File: config.mk
export PLATFORM = sky130hd
export DESIGN_NAME = counter_seq_ctrl_flat
export DESIGN_NICKNAME = d
export VERILOG_FILES = /design/src/rtl/counter_seq_ctrl_if.sv /design/src/rtl/counter_seq_ctrl.sv /design/src/flat_wrapper.sv
export SDC_FILE = /design/constraint.sdc
export NUM_CORES = 1
export LEC_CHECK = 0
export CAP_MARGIN = 20
export CELL_PAD_IN_SITES_DETAIL_PLACEMENT = 1
export CELL_PAD_IN_SITES_GLOBAL_PLACEMENT = 1
export CORE_MARGIN = 5
export CORE_UTILIZATION = 32
export CTS_CLUSTER_SIZE = 40
export DETAILED_ROUTE_END_ITERATION = 8
export PLACE_DENSITY = 0.71
export SLEW_MARGIN = 20
export SYNTH_ARGS = -nofsm -noshare
export SYNTH_HDL_FRONTEND = slang
export SYNTH_SLANG_ARGS = --single-unit
File: constraint.sdc
create_clock -name clk -period 1.7 [get_ports clk]
set_input_delay 0.425 -clock clk [delete_from_list [all_inputs] [get_ports clk]]
set_output_delay 0.425 -clock clk [all_outputs]
set_load 0.01 [all_outputs]
File: src/rtl/counter_seq_ctrl_if.sv
// Configuration handshake between a host and counter_seq_ctrl: a terminal-count
// limit plus a one-shot/auto-reload mode bit, offered under valid/ready.
interface counter_seq_ctrl_if #(
  parameter int WIDTH = 4
);
  logic             cfg_valid;
  logic             cfg_ready;
  logic [WIDTH-1:0] cfg_limit;
  logic             cfg_reload;

  modport master (output cfg_valid, cfg_limit, cfg_reload, input cfg_ready);
  modport slave  (input cfg_valid, cfg_limit, cfg_reload, output cfg_ready);
endinterface

File: src/rtl/counter_seq_ctrl.sv
// Sequencing controller for an external synchronous binary counter: arms, runs,
// pauses and terminates the count, in one-shot or auto-reload mode.
module counter_seq_ctrl #(
  parameter int WIDTH  = 4,
  parameter int PCNT_W = 8
) (
  input  logic               clk,
  input  logic               rst_n,
  counter_seq_ctrl_if.slave  cfg,
  input  logic               start,
  input  logic               pause,
  input  logic               abort,
  input  logic [WIDTH-1:0]   cnt_q,
  output logic               cnt_en,
  output logic               cnt_clr,
  output logic               busy,
  output logic               done,
  output logic [PCNT_W-1:0]  period_cnt
);

  typedef enum logic [2:0] {
    S_IDLE,
    S_ARMED,
    S_RUN,
    S_PAUSE,
    S_DONE
  } state_t;

  state_t           state;
  logic [WIDTH-1:0] limit_r;
  logic             reload_r;
  logic             tc;

  assign tc            = (cnt_q == limit_r);
  assign cfg.cfg_ready = (state == S_IDLE);

  // Counter commands depend on the live inputs so the counter reacts in the
  // same cycle that tc, pause or abort is seen.
  always_comb begin
    // NOTE: every output gets a default first so no path leaves it unassigned,
    // which would otherwise infer a latch.
    cnt_en  = 1'b0;
    cnt_clr = 1'b0;
    unique case (state)
      S_ARMED: cnt_clr = 1'b1;
      S_RUN: begin
        if (abort)         cnt_clr = 1'b1;
        else if (tc)       cnt_clr = reload_r;
        else if (!pause)   cnt_en  = 1'b1;
      end
      S_PAUSE: cnt_clr = abort;
      default: ;
    endcase
  end

  // NOTE: all state here is sequential and uses non-blocking assignments so
  // every register samples pre-edge values regardless of statement order.
  always_ff @(posedge clk or negedge rst_n) begin
    if (!rst_n) begin
      state      <= S_IDLE;
      limit_r    <= '0;
      reload_r   <= 1'b0;
      busy       <= 1'b0;
      done       <= 1'b0;
      period_cnt <= '0;
    end else begin
      done <= 1'b0;
      unique case (state)
        S_IDLE: begin
          if (cfg.cfg_valid) begin
            limit_r    <= cfg.cfg_limit;
            reload_r   <= cfg.cfg_reload;
            period_cnt <= '0;
            state      <= S_ARMED;
            busy       <= 1'b1;
          end
        end
        S_ARMED: begin
          if (abort) begin
            state <= S_IDLE;
            busy  <= 1'b0;
          end else if (start) begin
            state <= S_RUN;
          end
        end
        S_RUN: begin
          if (abort) begin
            state <= S_IDLE;
            busy  <= 1'b0;
          end else if (tc) begin
            done <= 1'b1;
            if (reload_r) begin
              if (period_cnt != '1) period_cnt <= period_cnt + PCNT_W'(1);
            end else begin
              state <= S_DONE;
            end
          end else if (pause) begin
            state <= S_PAUSE;
          end
        end
        S_PAUSE: begin
          if (abort) begin
            state <= S_IDLE;
            busy  <= 1'b0;
          end else if (start) begin
            state <= S_RUN;
          end
        end
        default: begin
          // DONE lasts exactly one cycle; done was raised on entry.
          state <= S_IDLE;
          busy  <= 1'b0;
        end
      endcase
    end
  end

endmodule

File: src/flat_wrapper.sv
// flat-port wrapper written by rule: the top's interface ports become plain ports
module counter_seq_ctrl_flat 
#(
  parameter int WIDTH  = 4,
  parameter int PCNT_W = 8
)
  (clk, rst_n, start, pause, abort, cnt_q, cnt_en, cnt_clr, busy, done, period_cnt, cfg_cfg_valid, cfg_cfg_limit, cfg_cfg_reload, cfg_cfg_ready);
  counter_seq_ctrl_if #(.WIDTH(WIDTH)) cfg_i ();
  input  logic clk;
  input  logic rst_n;
  input  logic start;
  input  logic pause;
  input  logic abort;
  input  logic [WIDTH-1:0] cnt_q;
  output logic cnt_en;
  output logic cnt_clr;
  output logic busy;
  output logic done;
  output logic [PCNT_W-1:0] period_cnt;
  input wire logic [$bits(cfg_i.cfg_valid)-1:0] cfg_cfg_valid;
  input wire logic [$bits(cfg_i.cfg_limit)-1:0] cfg_cfg_limit;
  input wire logic [$bits(cfg_i.cfg_reload)-1:0] cfg_cfg_reload;
  output wire logic [$bits(cfg_i.cfg_ready)-1:0] cfg_cfg_ready;
  assign cfg_i.cfg_valid = cfg_cfg_valid;
  assign cfg_i.cfg_limit = cfg_cfg_limit;
  assign cfg_i.cfg_reload = cfg_cfg_reload;
  assign cfg_cfg_ready = cfg_i.cfg_ready;
  counter_seq_ctrl #(.WIDTH(WIDTH), .PCNT_W(PCNT_W)) u_core (.clk(clk), .rst_n(rst_n), .cfg(cfg_i), .start(start), .pause(pause), .abort(abort), .cnt_q(cnt_q), .cnt_en(cnt_en), .cnt_clr(cnt_clr), .busy(busy), .done(done), .period_cnt(period_cnt));
endmodule
==> summary.md, run 1 <==
| Metric | Value |
|---|---|
| Final Critical Period | `2220 ps` |
| Slew @ Worst Pin | `roughly 340 ps` |
| Unrepaired setup endpoints after global routing | `yes` |
| Synthesized cell area | `about 1100 um2` |
| WP buf/inv | `1` |
| Iter 0 DRT Violations | `37` |
| YS warnings | `0` |
| Core footprint | `3280 um2` |
| Post-route ant nets | `0` |
| GR Util All Layers | `17.2%` |
| Synthesized net count | `125` |
| Num rows | `21` |
| Top delay family on crit path | `simple AND/OR/NAND/NOR gates` |
| Antenna violations before repair | `0` |
| Pin count of the biggest net entering global routing | `19` |
| Crit Path Max Fanout | `2` |
| Distinct cells, synth | `37` |
| Cts bufs inserted | `3` |
| Final hold violation count | `0` |
| Avg Cell Area, Syn | `between 9 and 10 um2` |
| Final HPWL DP | `approximately 2400 um` |
| Routed vias | `approximately 1200` |
| Max incr delay on CP | `420 ps` |
| CTS hold repair buffers | `0` |
| MaxCap Viol Count | `0` |
| Maximum VDD drop | `637 uV` |
| Fillers | `369` |
| Top FF cell, synth | `dfrtp_1` |
| Post-synthesis register bit count | `18` |
| Root Driver | `clkbuf_4` |
| Fraction of registers with async set/reset | `100%` |
| Critical Path AT | `1800 ps` |
| FMAX | `roughly 450 MHz` |
| WS Path Type | `reg -> out` |
| Num ports | `28` |
| Max-slew violations | `0` |
| Drc violations | `0` |
| Post-synthesis sequential area ratio | `42.0%` |
| Clock Sinks | `18` |
| Violated checks | `negative setup slack` |
| Final Skew | `10.5 ps` |
| Vias in the first global route | `1257` |
| Total grt overflow | `0` |
| Final WL | `approximately 3800 um` |
| Buffers added on ports | `27` |
| Critical R2R Launch | `u_core.limit_r[2]` |
| Crit path launch | `u_core.limit_r[2]` |
| Post-synth EDFFs | `0` |
| WL/cell | `approximately 17 um` |
| Crit share post-route | `131%` |
| Max_slew headroom | `between 70% and 80%` |
| Fin area | `1920 um2` |
| Synth Instances | `109` |
| Clock latency on the worst-skew pair | `310 ps` |
| Setup WS post-layout | `-521 ps` |
| Worst path cell trace | `xor2_2 -> nor4_4 -> nand2_1 -> o21a_1 -> nor3_2 -> buf_2` |
| Die height | `between 60 and 70 um` |
| Crit end category | `primary output` |
| Worst path slowest cell | `dfrtp_1` |
| Clk slew on worst S/H paths | `110 ps` |
| Routed vias/inst | `5.21` |
| Placed Instance Area | `between 1500 and 2000 um2` |
| Area growth, synth to finish | `79.5%` |
| # H-tree levels | `1` |
| CTS tree | `built` |
| Clk buf depth | `2` |
| Die area | `roughly 4600 um2` |
| Fin nets | `approximately 200` |
| Worst Hold Class | `in -> async` |
| Cell area power density | `1090 nW/um2` |
| Initial Util | `32.6%` |
| DR pass1 iterations | `4` |
| RD Place Congestion | `~0.8` |
| Worst setup SP type | `flop` |
| Final hold slack | `447 ps` |
| Crit path required time | `1270 ps` |
| Fraction of layout cells with a size suffix above 1 | `a little under half` |
| Final setup fails | `13` |
| Ant diodes | `0` |
| Leak | `around 0.9 nW` |
| Run status | `finished with violations` |
| First-pass GRT wire length | `5930 um` |
| Die Wd | `67.9 um` |
==> timing repair <==
item / CTS / global route
gates resized for setup: 45 / 19
buffers inserted: 12 / 12
pin swaps: 11 / 14
endpoints found under the setup margin: 19 / 19
gates cloned: 0 / 0
==> metrics by stage <==
| stage | instances | setup TNS [ps] | util, % | total power (W) | setup WS, ps |
|---|---|---|---|---|---|
| 6_report | 224 | -1800 | 58.6 | 0.00209 | -521 |
| 5_1_grt | 224 | -3340 | 58.6 | 0.00224 | -704 |
| 4_1_cts | 214 | -1790 | 53.6 | 0.00190 | -541 |
| 3_5_place_dp | 199 | -8180 | 47.7 | 0.00151 | -1070 |
| 3_3_place_gp | 199 | -7050 | 47.7 | 0.00147 | -1020 |
| 2_1_floorplan | 109 | -346 | - | 0.00112 | -165 |
==> cells in the final DEF, fill, tap and decap left out, types with 2 or more instances in the layout <==
cell	netlist	final
dfrtp_2	0	3
nor2_1	6	6
a21oi_2	0	3
buf_4	1	34
nor2b_1	2	2
and2_1	4	3
dlymetal6s2s_1	0	2
and3_1	4	3
mux2_2	5	2
o21ai_1	2	6
nand4_1	4	4
nand2_1	8	8
mux2_4	0	3
nor4b_4	1	2
xor2_2	0	4
o21ai_0	10	5
a21oi_1	5	2
dlygate4sd2_1	0	7
and4_1	2	2
buf_6	0	9
inv_1	2	2
dfrtp_1	18	15
clkbuf_4	0	3
buf_12	0	2
a22o_1	2	2
buf_2	2	3
clkdlybuf4s50_1	0	15
nor3_2	0	3
==> flip-flops by register name, summed over array words and instances (netlist names) <==
register,count
u_core.period_cnt,8
u_core.reload_r,1
u_core.state,3
u_core.done,1
u_core.limit_r,4
u_core.busy,1
==> Yosys cell counts (3+ instances only) <==
master | count | area (um2)
nor2_1 | 6 | 22.5
xor2_1 | 4 | 35.0
nor3_1 | 5 | 25.0
o21ai_0 | 10 | 50.1
nand2_1 | 8 | 30.0
nand4_1 | 4 | 25.0
clkbuf_1 | 3 | 11.3
and2_1 | 4 | 25.0
mux2_2 | 5 | 56.3
and3_1 | 4 | 25.0
dfrtp_1 | 18 | 450
a21oi_1 | 5 | 25.0
==> worst reg2reg max path, cell delays in order, from the launching register on <==
cell and delay, ps:
dfrtp_1 420, xor2_2 170, nor4_4 310, buf_6 160, buf_6 100, o21ai_2 50, a2111o_1 380, mux2_2 270
==> report_power, final <==
group / total (W) / switching, W / leakage [nW] / internal, W
clock network: 0.000226 / 0.000143 / 0.0138 / 0.0000829
logic: 0.00123 / 0.000542 / 0.648 / 0.000688
registers: 0.000636 / 0.000112 / 0.231 / 0.000524
==> path summary, 6_finish.rpt <==
path,to,slack (ps),cells past startpoint
min in group clk,u_core.busy,560,2
max,cnt_clr,-520,6
min,u_core.busy,450,2
min reg2reg,u_core.busy,560,2
max reg2reg,u_core.period_cnt[0],-260,7
max in group asynchronous,u_core.period_cnt[4],1030,2
==> metal layers <==
metal  share of wire, %  wire length, um  track usage, %
met4                1.4               53            4.96
met3                4.5              171            3.94
met5                  0                0               0
met2                 54             2020            32.0
met1                 40             1530            19.6
==> cell families (layout without fill, tap and decap cells) <==
| kind of cell | Yosys count | after routing | synth area share, % |
|---|---|---|---|
| flip-flops | 18 | 18 | 42.0 |
| AND/OR/NAND/NOR | 41 | 41 | 24.4 |
| buffers and inverters | 8 | 77 | 3.38 |
| AO/OA/AOI/OAI | 31 | 31 | 19.6 |
| multiplexers | 6 | 6 | 6.18 |
| adder cells (fa/ha/maj) | 1 | 1 | 1.17 |
| XOR/XNOR | 4 | 4 | 3.27 |
==> area by class of cell <==
class / count / area [um2] / area share [%]
repair buffers: 72 / 648 / 33.7
flip-flops and latches: 18 / 454 / 23.6
clock buffers: 3 / 22.5 / 1.17
well taps: 46 / 57.6 / 2.99
multi-input cells: 83 / 734 / 38.2
inverters: 2 / 7.51 / 0.390
(Power assumes the default switching activity.)
==> inputs of run 2 (changes only) <==
--- a/config.mk
+++ b/config.mk
@@ -5,7 +5,7 @@
 export SDC_FILE = /design/constraint.sdc
 export NUM_CORES = 1
 export LEC_CHECK = 0
-export CAP_MARGIN = 20
+export CAP_MARGIN = 30
 export CELL_PAD_IN_SITES_DETAIL_PLACEMENT = 1
 export CELL_PAD_IN_SITES_GLOBAL_PLACEMENT = 1
 export CORE_MARGIN = 5
@@ -13,6 +13,7 @@
 export CTS_CLUSTER_SIZE = 40
 export DETAILED_ROUTE_END_ITERATION = 8
 export PLACE_DENSITY = 0.71
+export SETUP_SLACK_MARGIN = 0.1
 export SLEW_MARGIN = 20
 export SYNTH_ARGS = -nofsm -noshare
 export SYNTH_HDL_FRONTEND = slang
==> summary.md, run 2 (synthesis results as in run 1) <==
| Metric | Value |
|---|---|
| Worst Hold Class | `in -> async (unchanged)` |
| Post-route ant nets | `0 (unchanged)` |
| MaxCap Viol Count | `0 (unchanged)` |
| Cts bufs inserted | `3 (unchanged)` |
| Leak | `0.847 nW (was 0.893 nW)` |
| # H-tree levels | `1 (unchanged)` |
| Clk slew on worst S/H paths | `110 ps (about the same)` |
| Die Wd | `67.9 um (unchanged)` |
| Antenna violations before repair | `0 (unchanged)` |
| Maximum VDD drop | `520 uV (was 637 uV)` |
| R2R setup slack | `-370 ps (was -260 ps)` |
| Post-Route Utilization | `55.5% (was 58.6%)` |
| Violated checks | `negative setup slack (unchanged)` |
| Slew @ Worst Pin | `450 ps (was 338 ps)` |
| Ant diodes | `0 (unchanged)` |
| Die height | `67.9 um (unchanged)` |
| Max FFs per register | `8 (unchanged)` |
| Routed vias | `1132 (was 1168)` |
| Commonest non-fill, non-tap cell in the layout | `buf_4 (unchanged)` |
| Final HPWL DP | `2310 um (was 2440 um)` |
| Worst setup SP type | `flop (unchanged)` |
| Max_slew headroom | `70.0% (was 77.5%)` |
| RD Place Congestion | `0.820 (was 0.815)` |
| Critical R2R Capture | `u_core.period_cnt[0] (unchanged)` |
| Design Power | `0.00199 W (was 0.00209 W)` |
| FMAX | `456 MHz (was 450 MHz)` |
| Setup WS post-layout | `-491 ps (was -521 ps)` |
| Top Registers | `u_core.period_cnt: 8 flops, u_core.limit_r: 4 flops, u_core.state: 3 flops (unchanged)` |
| CTS hold repair buffers | `0 (unchanged)` |
| Critical Path AT | `1770 ps (was 1800 ps)` |
| Setup total negative slack | `-2870 ps (was -1800 ps)` |
| First-pass GRT wire length | `5720 um (was 5930 um)` |
| Commonest cells after routing, fill and taps aside | `buf_4 (32), dfrtp_1 (16), dlygate4sd2_1 (13) (was buf_4 (34), clkdlybuf4s50_1 (15), dfrtp_1 (15))` |
| WS Path Type | `reg -> out (unchanged)` |
| Final setup fails | `12 (was 13)` |
| Final WL | `3580 um (was 3780 um)` |
| Vias in the first global route | `1203 (was 1257)` |
| CTS tree | `built (unchanged)` |
| Initial Util | `32.6% (unchanged)` |
| Final hold slack | `465 ps (was 447 ps)` |
| Fin nets | `192 (was 196)` |
| Crit end category | `primary output (unchanged)` |
| Max-slew violations | `0 (unchanged)` |
| Clock latency on the worst-skew pair | `290 ps (was 310 ps)` |
| DP Cell Count | `199 (unchanged)` |
| Reg2Reg Depth | `8 (was 7)` |
| Clk buf depth | `2 (unchanged)` |
| GR Util All Layers | `16.7% (was 17.2%)` |
| Total grt overflow | `0 (unchanged)` |
| Run status | `finished with violations (unchanged)` |
| Num ports | `28 (unchanged)` |
| Drc violations | `0 (unchanged)` |
| Routed vias/inst | `5.15 (was 5.21)` |
| Cell area power density | `1090 nW/um2 (about the same)` |
| Unrepaired setup endpoints after global routing | `yes (unchanged)` |
| Fraction of layout cells with a size suffix above 1 | `44.8% (was 46.6%)` |
| Crit share post-route | `129% (was 131%)` |
| Crit Path Max Fanout | `2 (unchanged)` |
| Biggest register | `u_core.period_cnt (unchanged)` |
| Root Driver | `clkbuf_4 (unchanged)` |
| WL/cell | `16.3 um (was 16.9 um)` |
| Num rows | `21 (unchanged)` |
| Buffers added on ports | `27 (unchanged)` |
| Pin count of the biggest net entering global routing | `19 (unchanged)` |
| Area growth, synth to finish | `70.1% (was 79.5%)` |
| DR pass1 iterations | `6 (was 4)` |
| Final Skew | `3.02 ps (was 10.5 ps)` |
| Final Critical Period | `2190 ps (was 2220 ps)` |
| Clock Sinks | `18 (unchanged)` |
| Final hold violation count | `0 (unchanged)` |
| Critical R2R Launch | `u_core.limit_r[0] (was u_core.limit_r[2])` |
| Crit path required time | `1270 ps (about the same)` |
| Iter 0 DRT Violations | `57 (was 37)` |
| Die area | `4610 um2 (unchanged)` |
| Core footprint | `3280 um2 (unchanged)` |
| Finished Layout Cells | `220 (was 224)` |
-- run 2: cell count changes in the layout (fill, tap and decap cells not counted), moves of 2 or more --
cell	previous run	this run
buf_4	34	32
dlygate4sd2_1	7	13
dlymetal6s2s_1	2	0
buf_12	2	0
nand2_2	0	3
nand2_1	8	5
clkdlybuf4s50_1	15	10
mux2_2	2	5
mux2_4	3	0
-- run 2: critical path, cell delays in order (launching register included) --
cell	delay, ps
dfrtp_1	420
xor2_2	190
nor4_4	280
nand2_2	100
o21a_1	180
nor3_2	150
buf_2	150
-- run 2: repair_timing --
action	4_1_cts	5_1_grt
endpoints found under the setup margin	26	20
pin swaps	8	11
gates resized for setup	47	16
setup buffers	16	3
cloned	0	0
-- run 2: power by group --
group / internal, W / total (W) / switching (W) / leakage, nW
Combinational: 0.000616 / 0.00115 / 0.000537 / 0.600
Clock: 0.0000823 / 0.000217 / 0.000134 / 0.0138
Sequential: 0.000524 / 0.000623 / 0.0000983 / 0.233
Total: 0.00122 / 0.00199 / 0.000769 / 0.847
-- run 2: per-layer routing --
metal	global-route usage, %	wire length (um)
met1	19.8	1510
met2	29.3	1890
met3	4.11	143
met4	6.20	44
met5	0	0
-- run 2: worst max-delay path by stage --
stage / to / start
after floorplan: cnt_clr / u_core.limit_r[0]
after global placement: cnt_clr / cnt_q[0]
after detailed placement: cnt_clr / cnt_q[0]
after CTS: cnt_clr / u_core.limit_r[1]
after global routing: cnt_clr / u_core.limit_r[2]
final: cnt_clr / u_core.limit_r[0]
-- run 2: cell type report --
| class | count | area, um2 |
|---|---|---|
| fillers | 371 | 1460 |
| inverters | 2 | 7.51 |
| multi-input cells | 83 | 699 |
| clock buffers | 3 | 22.5 |
| flip-flops and latches | 18 | 453 |
| repair buffers | 68 | 584 |
| well taps | 46 | 57.6 |
-- run 2: per-stage QoR --
step / worst slack, ps / cell area (um2)
after floorplan: -165 / 1100
final: -491 / 1820
after global routing: -604 / 1820
after detailed placement: -1050 / 1570
after global placement: -1020 / 1570
after CTS: -503 / 1750
